<file path="src/rtl/muldiv_pkg.sv">
// Shared encodings for the M-extension issue sequencer: funct3 codes, MCycle op codes, FSM states.
package muldiv_pkg;

    typedef enum logic [2:0] {
        F3_MUL    = 3'b000,
        F3_MULH   = 3'b001,
        F3_MULHSU = 3'b010,
        F3_MULHU  = 3'b011,
        F3_DIV    = 3'b100,
        F3_DIVU   = 3'b101,
        F3_REM    = 3'b110,
        F3_REMU   = 3'b111
    } funct3_e;

    typedef enum logic [1:0] {
        OP_SMUL = 2'b00,
        OP_UMUL = 2'b01,
        OP_SDIV = 2'b10,
        OP_UDIV = 2'b11
    } mcycle_op_e;

    typedef enum logic [1:0] {
        IDLE  = 2'b00,
        ISSUE = 2'b01,
        BUSY  = 2'b10,
        DONE  = 2'b11
    } state_e;

    // MULHSU runs as an unsigned multiply and is corrected afterwards.
    function automatic logic [1:0] funct3ToOp(input logic [2:0] funct3);
        logic [1:0] op;
        op = OP_SMUL;
        case (funct3)
            F3_MUL, F3_MULH:    op = OP_SMUL;
            F3_MULHSU, F3_MULHU: op = OP_UMUL;
            F3_DIV, F3_REM:     op = OP_SDIV;
            default:            op = OP_UDIV;
        endcase
        return op;
    endfunction

endpackage

</file>
<file path="src/rtl/muldiv_issue_if.sv">
// Bundle of the pipeline-side and MCycle-side signals of the mul/div issue sequencer.
interface muldiv_issue_if #(
    parameter int WIDTH = 32
);
    logic             MulDivValid;
    logic [2:0]       Funct3;
    logic [WIDTH-1:0] RS1;
    logic [WIDTH-1:0] RS2;
    logic             Stall;
    logic             ResultValid;
    logic [WIDTH-1:0] MulDivResult;
    logic             Start;
    logic [1:0]       MCycleOp;
    logic [WIDTH-1:0] Operand1;
    logic [WIDTH-1:0] Operand2;
    logic [WIDTH-1:0] Result1;
    logic [WIDTH-1:0] Result2;
    logic             Busy;

    modport slave (
        input  MulDivValid, Funct3, RS1, RS2, Result1, Result2, Busy,
        output Stall, ResultValid, MulDivResult, Start, MCycleOp, Operand1, Operand2
    );

    modport master (
        output MulDivValid, Funct3, RS1, RS2, Result1, Result2, Busy,
        input  Stall, ResultValid, MulDivResult, Start, MCycleOp, Operand1, Operand2
    );
endinterface

</file>
<file path="src/rtl/muldiv_fixup.sv">
// Combinational result select, MULHSU correction and divide-by-zero/overflow bypass detection.
module muldiv_fixup
    import muldiv_pkg::*;
#(
    parameter int WIDTH = 32
) (
    input  logic [2:0]       funct3_i,
    input  logic [WIDTH-1:0] rs1_i,
    input  logic [WIDTH-1:0] rs2_i,
    input  logic [WIDTH-1:0] result1_i,
    input  logic [WIDTH-1:0] result2_i,
    output logic [1:0]       mcycleOp_o,
    output logic             bypass_o,
    output logic [WIDTH-1:0] bypassResult_o,
    output logic [WIDTH-1:0] selResult_o
);

    localparam logic [WIDTH-1:0] MIN_VAL = {1'b1, {(WIDTH-1){1'b0}}};

    logic isDiv;
    logic isRem;
    logic divZero;
    logic divOverflow;

    assign mcycleOp_o = funct3ToOp(funct3_i);

    always_comb begin
        isDiv          = funct3_i[2];
        isRem          = funct3_i[2] & funct3_i[1];
        divZero        = isDiv && (rs2_i == '0);
        divOverflow    = isDiv && !funct3_i[0] && (rs1_i == MIN_VAL) && (rs2_i == '1);
        bypass_o       = divZero || divOverflow;
        bypassResult_o = '0;
        if (divZero) begin
            bypassResult_o = isRem ? rs1_i : '1;
        end else if (divOverflow) begin
            bypassResult_o = isRem ? '0 : MIN_VAL;
        end
    end

    // A negative RS1 read as unsigned adds RS2 * 2^WIDTH, so the high word is off by RS2.
    always_comb begin
        selResult_o = result1_i;
        case (funct3_i)
            F3_MUL, F3_DIV, F3_DIVU:           selResult_o = result1_i;
            F3_MULH, F3_MULHU, F3_REM, F3_REMU: selResult_o = result2_i;
            F3_MULHSU: selResult_o = result2_i - (rs1_i[WIDTH-1] ? rs2_i : '0);
            default:                            selResult_o = result1_i;
        endcase
    end

endmodule

</file>
<file path="src/rtl/muldiv_issue.sv">
// Issue/completion sequencer between EX and the MCycle mul/div unit.
// Optional result reuse across matching requests is enabled by defining MULDIV_REUSE_EN.
module muldiv_issue
    import muldiv_pkg::*;
#(
    parameter int WIDTH = 32
) (
    input  logic           CLK,
    input  logic           RESET,
    muldiv_issue_if.slave  bus
);

    state_e           state_q, state_d;
    logic [WIDTH-1:0] result_q, result_d;
    logic             stall;
    logic             start;
    logic             reuseHit;
    logic [WIDTH-1:0] fixResult1;
    logic [WIDTH-1:0] fixResult2;
    logic [1:0]       mcycleOp;
    logic             bypass;
    logic [WIDTH-1:0] bypassResult;
    logic [WIDTH-1:0] selResult;

    muldiv_fixup #(.WIDTH(WIDTH)) fixup (
        .funct3_i       (bus.Funct3),
        .rs1_i          (bus.RS1),
        .rs2_i          (bus.RS2),
        .result1_i      (fixResult1),
        .result2_i      (fixResult2),
        .mcycleOp_o     (mcycleOp),
        .bypass_o       (bypass),
        .bypassResult_o (bypassResult),
        .selResult_o    (selResult)
    );

`ifdef MULDIV_REUSE_EN
    logic             reuseValid_q;
    logic [WIDTH-1:0] reuseRs1_q, reuseRs2_q;
    logic [1:0]       reuseOp_q;
    logic [WIDTH-1:0] reuseR1_q, reuseR2_q;

    // Low product is signedness-independent, so a stored mul of either kind serves a later MUL.
    always_comb begin
        reuseHit = reuseValid_q && (bus.RS1 == reuseRs1_q) && (bus.RS2 == reuseRs2_q) &&
                   ((reuseOp_q == mcycleOp) || ((bus.Funct3 == F3_MUL) && !reuseOp_q[1]));
        fixResult1 = bus.Result1;
        fixResult2 = bus.Result2;
        if (state_q == IDLE && reuseHit) begin
            fixResult1 = reuseR1_q;
            fixResult2 = reuseR2_q;
        end
    end

    always_ff @(posedge CLK) begin
        if (RESET) begin
            reuseValid_q <= 1'b0;
            reuseRs1_q   <= '0;
            reuseRs2_q   <= '0;
            reuseOp_q    <= '0;
            reuseR1_q    <= '0;
            reuseR2_q    <= '0;
        end else if (state_q == BUSY && !bus.Busy) begin
            reuseValid_q <= 1'b1;
            reuseRs1_q   <= bus.RS1;
            reuseRs2_q   <= bus.RS2;
            reuseOp_q    <= mcycleOp;
            reuseR1_q    <= bus.Result1;
            reuseR2_q    <= bus.Result2;
        end else if (state_q == IDLE && bus.MulDivValid && (bypass || reuseHit)) begin
            reuseValid_q <= 1'b0;
        end
    end
`else
    assign reuseHit   = 1'b0;
    assign fixResult1 = bus.Result1;
    assign fixResult2 = bus.Result2;
`endif

    always_ff @(posedge CLK) begin
        if (RESET) begin
            state_q  <= IDLE;
            result_q <= '0;
        end else begin
            state_q  <= state_d;
            result_q <= result_d;
        end
    end

    // Start follows Busy while waiting so it drops in the completion cycle and MCycle cannot restart.
    always_comb begin
        state_d  = state_q;
        result_d = result_q;
        stall    = 1'b0;
        start    = 1'b0;
        case (state_q)
            IDLE: begin
                if (bus.MulDivValid) begin
                    stall = 1'b1;
                    if (bypass) begin
                        result_d = bypassResult;
                        state_d  = DONE;
                    end else if (reuseHit) begin
                        result_d = selResult;
                        state_d  = DONE;
                    end else begin
                        state_d = ISSUE;
                    end
                end
            end
            ISSUE: begin
                stall = 1'b1;
                start = 1'b1;
                if (bus.Busy) begin
                    state_d = BUSY;
                end
            end
            BUSY: begin
                stall = 1'b1;
                start = bus.Busy;
                if (!bus.Busy) begin
                    result_d = selResult;
                    state_d  = DONE;
                end
            end
            DONE: begin
                state_d = IDLE;
            end
            default: begin
                state_d = IDLE;
            end
        endcase
    end

    assign bus.Stall        = stall;
    assign bus.Start        = start;
    assign bus.ResultValid  = (state_q == DONE);
    assign bus.MulDivResult = result_q;
    assign bus.MCycleOp     = mcycleOp;
    assign bus.Operand1     = bus.RS1;
    assign bus.Operand2     = bus.RS2;

endmodule

</file>
<file path="src/flat_wrapper.sv">
// flat-port wrapper written by rule: the top's interface ports become plain ports
module muldiv_issue_flat import muldiv_pkg::*;
#(
    parameter int WIDTH = 32
)
  (CLK, RESET, bus_MulDivValid, bus_Funct3, bus_RS1, bus_RS2, bus_Result1, bus_Result2, bus_Busy, bus_Stall, bus_ResultValid, bus_MulDivResult, bus_Start, bus_MCycleOp, bus_Operand1, bus_Operand2);
  muldiv_issue_if #(.WIDTH(WIDTH)) bus_i ();
  input  logic CLK;
  input  logic RESET;
  input wire logic [$bits(bus_i.MulDivValid)-1:0] bus_MulDivValid;
  input wire logic [$bits(bus_i.Funct3)-1:0] bus_Funct3;
  input wire logic [$bits(bus_i.RS1)-1:0] bus_RS1;
  input wire logic [$bits(bus_i.RS2)-1:0] bus_RS2;
  input wire logic [$bits(bus_i.Result1)-1:0] bus_Result1;
  input wire logic [$bits(bus_i.Result2)-1:0] bus_Result2;
  input wire logic [$bits(bus_i.Busy)-1:0] bus_Busy;
  output wire logic [$bits(bus_i.Stall)-1:0] bus_Stall;
  output wire logic [$bits(bus_i.ResultValid)-1:0] bus_ResultValid;
  output wire logic [$bits(bus_i.MulDivResult)-1:0] bus_MulDivResult;
  output wire logic [$bits(bus_i.Start)-1:0] bus_Start;
  output wire logic [$bits(bus_i.MCycleOp)-1:0] bus_MCycleOp;
  output wire logic [$bits(bus_i.Operand1)-1:0] bus_Operand1;
  output wire logic [$bits(bus_i.Operand2)-1:0] bus_Operand2;
  assign bus_i.MulDivValid = bus_MulDivValid;
  assign bus_i.Funct3 = bus_Funct3;
  assign bus_i.RS1 = bus_RS1;
  assign bus_i.RS2 = bus_RS2;
  assign bus_i.Result1 = bus_Result1;
  assign bus_i.Result2 = bus_Result2;
  assign bus_i.Busy = bus_Busy;
  assign bus_Stall = bus_i.Stall;
  assign bus_ResultValid = bus_i.ResultValid;
  assign bus_MulDivResult = bus_i.MulDivResult;
  assign bus_Start = bus_i.Start;
  assign bus_MCycleOp = bus_i.MCycleOp;
  assign bus_Operand1 = bus_i.Operand1;
  assign bus_Operand2 = bus_i.Operand2;
  muldiv_issue #(.WIDTH(WIDTH)) u_core (.CLK(CLK), .RESET(RESET), .bus(bus_i));
endmodule
</file>
<file path="config.mk">
export PLATFORM = sky130hd
export DESIGN_NAME = muldiv_issue_flat
export DESIGN_NICKNAME = d
export VERILOG_FILES = /design/src/rtl/muldiv_pkg.sv /design/src/rtl/muldiv_issue_if.sv /design/src/rtl/muldiv_fixup.sv /design/src/rtl/muldiv_issue.sv /design/src/flat_wrapper.sv
export SDC_FILE = /design/constraint.sdc
export NUM_CORES = 1
export LEC_CHECK = 0
export CORE_UTILIZATION = 43
export CTS_BUF_LIST = sky130_fd_sc_hd__clkbuf_16
export CTS_CLUSTER_DIAMETER = 50
export CTS_CLUSTER_SIZE = 24
export DETAILED_ROUTE_END_ITERATION = 16
export GPL_ROUTABILITY_DRIVEN = 0
export PLACE_DENSITY = 0.8
export SLEW_MARGIN = 40
export SYNTH_ARGS = -nofsm -noshare
export SYNTH_HDL_FRONTEND = slang
export SYNTH_SLANG_ARGS = --single-unit
</file>
<file path="constraint.sdc">
create_clock -name CLK -period 4.27 [get_ports CLK]
set_clock_uncertainty 0.05 [all_clocks]
set_input_delay 0.854 -clock CLK [delete_from_list [all_inputs] [get_ports CLK]]
set_output_delay 0.854 -clock CLK [all_outputs]
set_load 0.02 [all_outputs]
</file>
---- Yosys cells after proc, flatten, opt, wreduce, memory -nomap -nowiden ----
Cells that the tools add are included.
Widths: inputs -> output; s select.
storage, ports and cells
  memory bits (read-only) ................. 0
  memories ................................ 0
  logic and storage cells ................. 57
  output and inout bits ................... 101
  bits of input ports ..................... 135
  bits in writable memories ............... 0
  latch bits .............................. 0
  bits in registers ....................... 34
operators by class
  muxes and demuxes ....................... 19
  bitwise logic cells ..................... 1
  reductions and logical operators ........ 18
  divide/modulo/power cells ............... 0
  multipliers ............................. 0
  equality and inequality tests ........... 16
  $add $sub $neg .......................... 1
  shifts and indexed selects .............. 0
  order comparisons ....................... 0
operator list
  kind                  number
  $mux 32               8
  $pmux 32 s3           1
  $eq 32x32->1 const B  2
  $pmux 32 s2           1
  $logic_not 32->1      1
  $sub 32x32->32        1
  $eq 3x3->1 const B    4
  $mux 2                4
  $pmux 2 s4            1
  $reduce_or 2->1       4
  $eq 3x2->1 const B    2
  $ne 2x2->1 const B    3
  $pmux 2 s3            1
  $eq 2x2->1 const B    2
  $logic_and 1x1->1     4
  $pmux 1 s2            2
  $reduce_and 4->1      1
  $reduce_or 4->1       1
  $eq 3x1->1 const B    1
  $logic_not 3->1       1
  $reduce_and 3->1      1
  $reduce_or 3->1       1
  $eq 2x1->1 const B    1
  $logic_not 2->1       1
  6 further kinds       6

---- Depth between registers and ports, before layout ----
  depth in word-level cells ............... 9
  depth in mapped cells ................... 14
  gate-level depth less buffers ........... 12

---- Modules after synthesis ----
A second synthesis with hierarchy kept.
second synthesis, totals
  cell total of the unflattened synthesis .. 845
  area, all modules ....................... 6,268.5 um^2
by module, submodules not included
  module        area each (um^2)  instances  cells an instance  seq. area each (um^2)
  muldiv_fixup  3,721.1           1          582                0.0
  muldiv_issue  2,547.4           1          263                680.7

---- Worst setup path before layout ----
OpenSTA, ideal clock, no wires.
  path type ............................... input to register
  from .................................... in bus_RS1[31]
  to ...................................... reg u_core.result_q[24], in the netlist u_core.bus.MulDivResult[24]
  arrival ................................. 3.600 ns
  stages .................................. 14
  path buffers ............................ 2
  required time ........................... 4.119 ns
  slack ................................... 0.519 ns
  setup time .............................. 0.101 ns
  cells stage by stage .................... clkbuf_1 clkbuf_1 and2_1 ha_1 fa_1 nand3b_2 a2111oi_2 o211ai_1 a21oi_2 a21o_4 a41oi_2 xnor2_1 nand2_1 o41ai_1
on the way
  cells in the longest elaborated chain, start to end .. 8
  elaborated cells between the ends (all ways) .. 15
  classes of those cells .................. add/sub: 1; eq/ne: 2; mux: 8; reduce/logical: 4
ends and longest elaborated chain
  what                                                    line                source
  start, declared                                         flat_wrapper.sv:12  input wire logic [$bits(bus_i.RS1)-1:0] bus_RS1;
  branches (longest 8 deep; another with $sub 32x32->32)  --
  end signal, assigned                                    muldiv_issue.sv:86  result_q <= result_d;
  end, declared                                           muldiv_issue.sv:14  logic [WIDTH-1:0] result_q, result_d;
Several ways; the timed one is not identified. The select of a mux whose other input is x is not followed.
A chain may end at the register's enable or synchronous reset.

---- Final worst setup path ----
  from .................................... in bus_RS1[31]
  to ...................................... reg u_core.result_q[27], in the netlist u_core.bus.MulDivResult[27]
Same word-level chain as after synthesis.

==> results.md <==
- Largest net degree at the start of global routing: 38
- Layout cells sized above 1: 5.57%
- Worst VDD drop: 0.254 mV
- Clk root buf: clkbuf_16
- Core ar.: 11100 um^2
- Post-synth EDFFs: 0
- GRT Util Overall: 33.5%
- Rows: 38
- # DRC: 0
- Ant. Diodes: 0
- CP cell instances: clkdlybuf4s50_1 -> buf_4 -> buf_4 -> nand2_1 -> ha_1 -> nand2_1 -> nor2_1 -> o211a_1 -> o21ai_0 -> a31o_2 -> o21ai_1 -> xnor2_1 -> a221oi_1 -> nor4_1
- Final nets: 1043
- Fin. Hold Viols: 0
- Num CTS Buffers: 5
- P per Cell Area: 334 nW/um^2
- Yosys reg bits: 34
- Chip width: 110 um
- CTS max path bufs: 2
- Critical Path RT: 4.39 ns
- CP Class: in -> reg
- Netlist cell types: 64
- CP Capture Type: register
- Sequential share of the synthesized area: 13.7%
- Multi-input gate area: 3580 um^2
- Slew margin rel.: 51.9%
- Starting Density: 45.0%
- TritonCTS clock tree: done
- P&R area growth vs syn: 43.4%
- Antenna viol nets, final: 0
- Cells after Synth: 704
- Vias per cell: 6.22
- Final WL: 20200 um
- Slew Limit Fails: 0
- WP data arrival: 4.10 ns
- Fillers: 970
- DP HPWL: 16300 um
- Worst Max-Slew Pin Slew: 0.722 ns
- Ranking of synthesized cells by area: dfxtp_1, ha_1, buf_4, a21oi_1, o21ai_0
- Drt pass-1 iters: 8
- Most common cell in the netlist: nand2_1
- CTS hold repair buffers: 0
- GRT Residual Overflow: 0
- Max Freq: 252 MHz
- Htree depth: 2
- Final setup viols: 0
- Final Cycle Share: 93.0%
- Clock network latency to the later pin of the worst-skew pair: 0.27 ns
- CTS resizes: 0
- Synth warn: 0
- Seq. cell area: 681 um^2
- Leakage: 2.68 nW
- Final min period: 3.97 ns
- Die area: 12000 um^2
- Clock Pin Slew Worst Setup and Hold Paths: 0.05 ns
- Ys async rst share: 0%
- Post-CTS Setup Repair Bufs: 0
- CP max stage delay: 0.49 ns
- Initial antenna violation count: 0
- Post-synth top cells: nand2_1, a21oi_1, buf_4, nor2_1, o21ai_0
- Highest-delay cell along the critical path: clkdlybuf4s50_1
- Vias post-DR: 6229
- # IOs: 236
- Status: finished, final reports clean
- Setup TNS: 0 ns
- Cell taking the most area after synthesis: dfxtp_1
- 1st-iter DRT viols: 641
- Die Y: 110 um
- Clk sink count: 34
- Area of the mapped netlist: 4980 um^2
- Critical Path Start Type: primary input
- Primary FF master, synth: dfxtp_1
- Max-cap violations: 0
- Synth top area share: 13.7%
- RSZ-0062 raised after global routing: no
- Vias in the first global route: 5989
- HP Class: reg -> reg
- Syn Area/Cell: 7.07 um^2
- # port buffers: 235
- Post-synth net total: 884
- Final core utilization: 64.5%
- Power Total: 2.39 mW
- WL/cell: 20.1 um
- First-pass GRT wire length: 31100 um
- Worst-path fanout max: 16
[cell type report]
| cell class | instances | share of cell area [%] |
|---|---|---|
| multi-input cells | 554 | 50.1 |
| repair buffers | 259 | 35.6 |
| flip-flops and latches | 34 | 9.53 |
| well taps | 140 | 2.45 |
| clock buffers | 5 | 1.75 |
| inverters | 9 | 0.473 |
| clock inverters | 1 | 0.0525 |
[power by group]
group	internal, mW	leakage (nW)	total [mW]	switching (mW)
Sequential	0.394	0.276	0.445	0.0514
Clock	0.207	0.0632	0.337	0.129
Combinational	0.680	2.34	1.61	0.928
Total	1.28	2.68	2.39	1.11
[cell usage in the layout, fill, tap and decap left out, drive strengths merged, types with 4 or more instances in the layout]
master	instances
clkdlybuf4s50	235
nand2	77
a21oi	68
o21ai	62
nor2	61
ha	44
dfxtp	34
buf	24
nand3	22
xnor2	20
a221oi	19
a21o	19
nor4	18
nand4	14
nor3	11
nand2b	9
o211ai	9
xor2	9
inv	8
a31oi	8
a221o	7
nor2b	7
and2	6
a211oi	6
a22oi	5
clkbuf	5
nor4b	4
o31ai	4
a2111oi	4
[state kept, by name, indices dropped and copies added (netlist names)]
register,count
u_core.state_q,2
u_core.bus.MulDivResult,32
[worst paths after layout]
check                                                  from                     endpoint  slack [ns]  cells past startpoint
worst max-delay path                            bus_RS1[31]  u_core.bus.MulDivResult[27]        0.30                     14
worst min-delay path            u_core.bus.MulDivResult[23]  u_core.bus.MulDivResult[23]        0.41                      2
worst max register to register            u_core.state_q[0]  u_core.bus.MulDivResult[13]        1.66                      8
worst min register to register  u_core.bus.MulDivResult[23]  u_core.bus.MulDivResult[23]        0.41                      2
[per-stage QoR]
stage	hold WS [ns]	instance area [um^2]	worst slack, ns	cells
6_report	0.408	7140	0.297	1002
5_1_grt	0.434	7140	0.0550	1002
4_1_cts	0.406	7140	0.346	1002
3_5_place_dp	0.398	7010	0.0799	996
3_3_place_gp	0.395	7010	0.226	996
2_1_floorplan	0.468	4980	0.519	704
[worst max-delay path, delay by kind of cell]
kind / cells / cell delay [ns]
buffers and inverters: 3 / 0.93
AO/OA/AOI/OAI: 5 / 0.89
AND/OR/NAND/NOR: 4 / 0.78
adder cells (fa/ha/maj): 1 / 0.45
XOR/XNOR: 1 / 0.18
[cell families (layout without fill, tap and decap cells)]
logic type	Yosys count	count (layout)	share of synthesized area, %
adders and majority gates	45	45	11.5
DFF	34	34	13.7
muxes	2	2	0.402
buffers and inverters	116	274	14.4
AOI/OAI and AO/OA	238	238	32.0
and+or+nand+nor	240	240	22.9
xor gates and xnor gates	29	29	5.10
[routing by layer]
metal | track usage (%) | part of all wire, %
met4 | 11.1 | 2.8
met5 | 0 | 0
met2 | 56.3 | 46
met1 | 43.5 | 40
met3 | 5.51 | 11
Note: power is estimated with default switching activity, not from simulation.
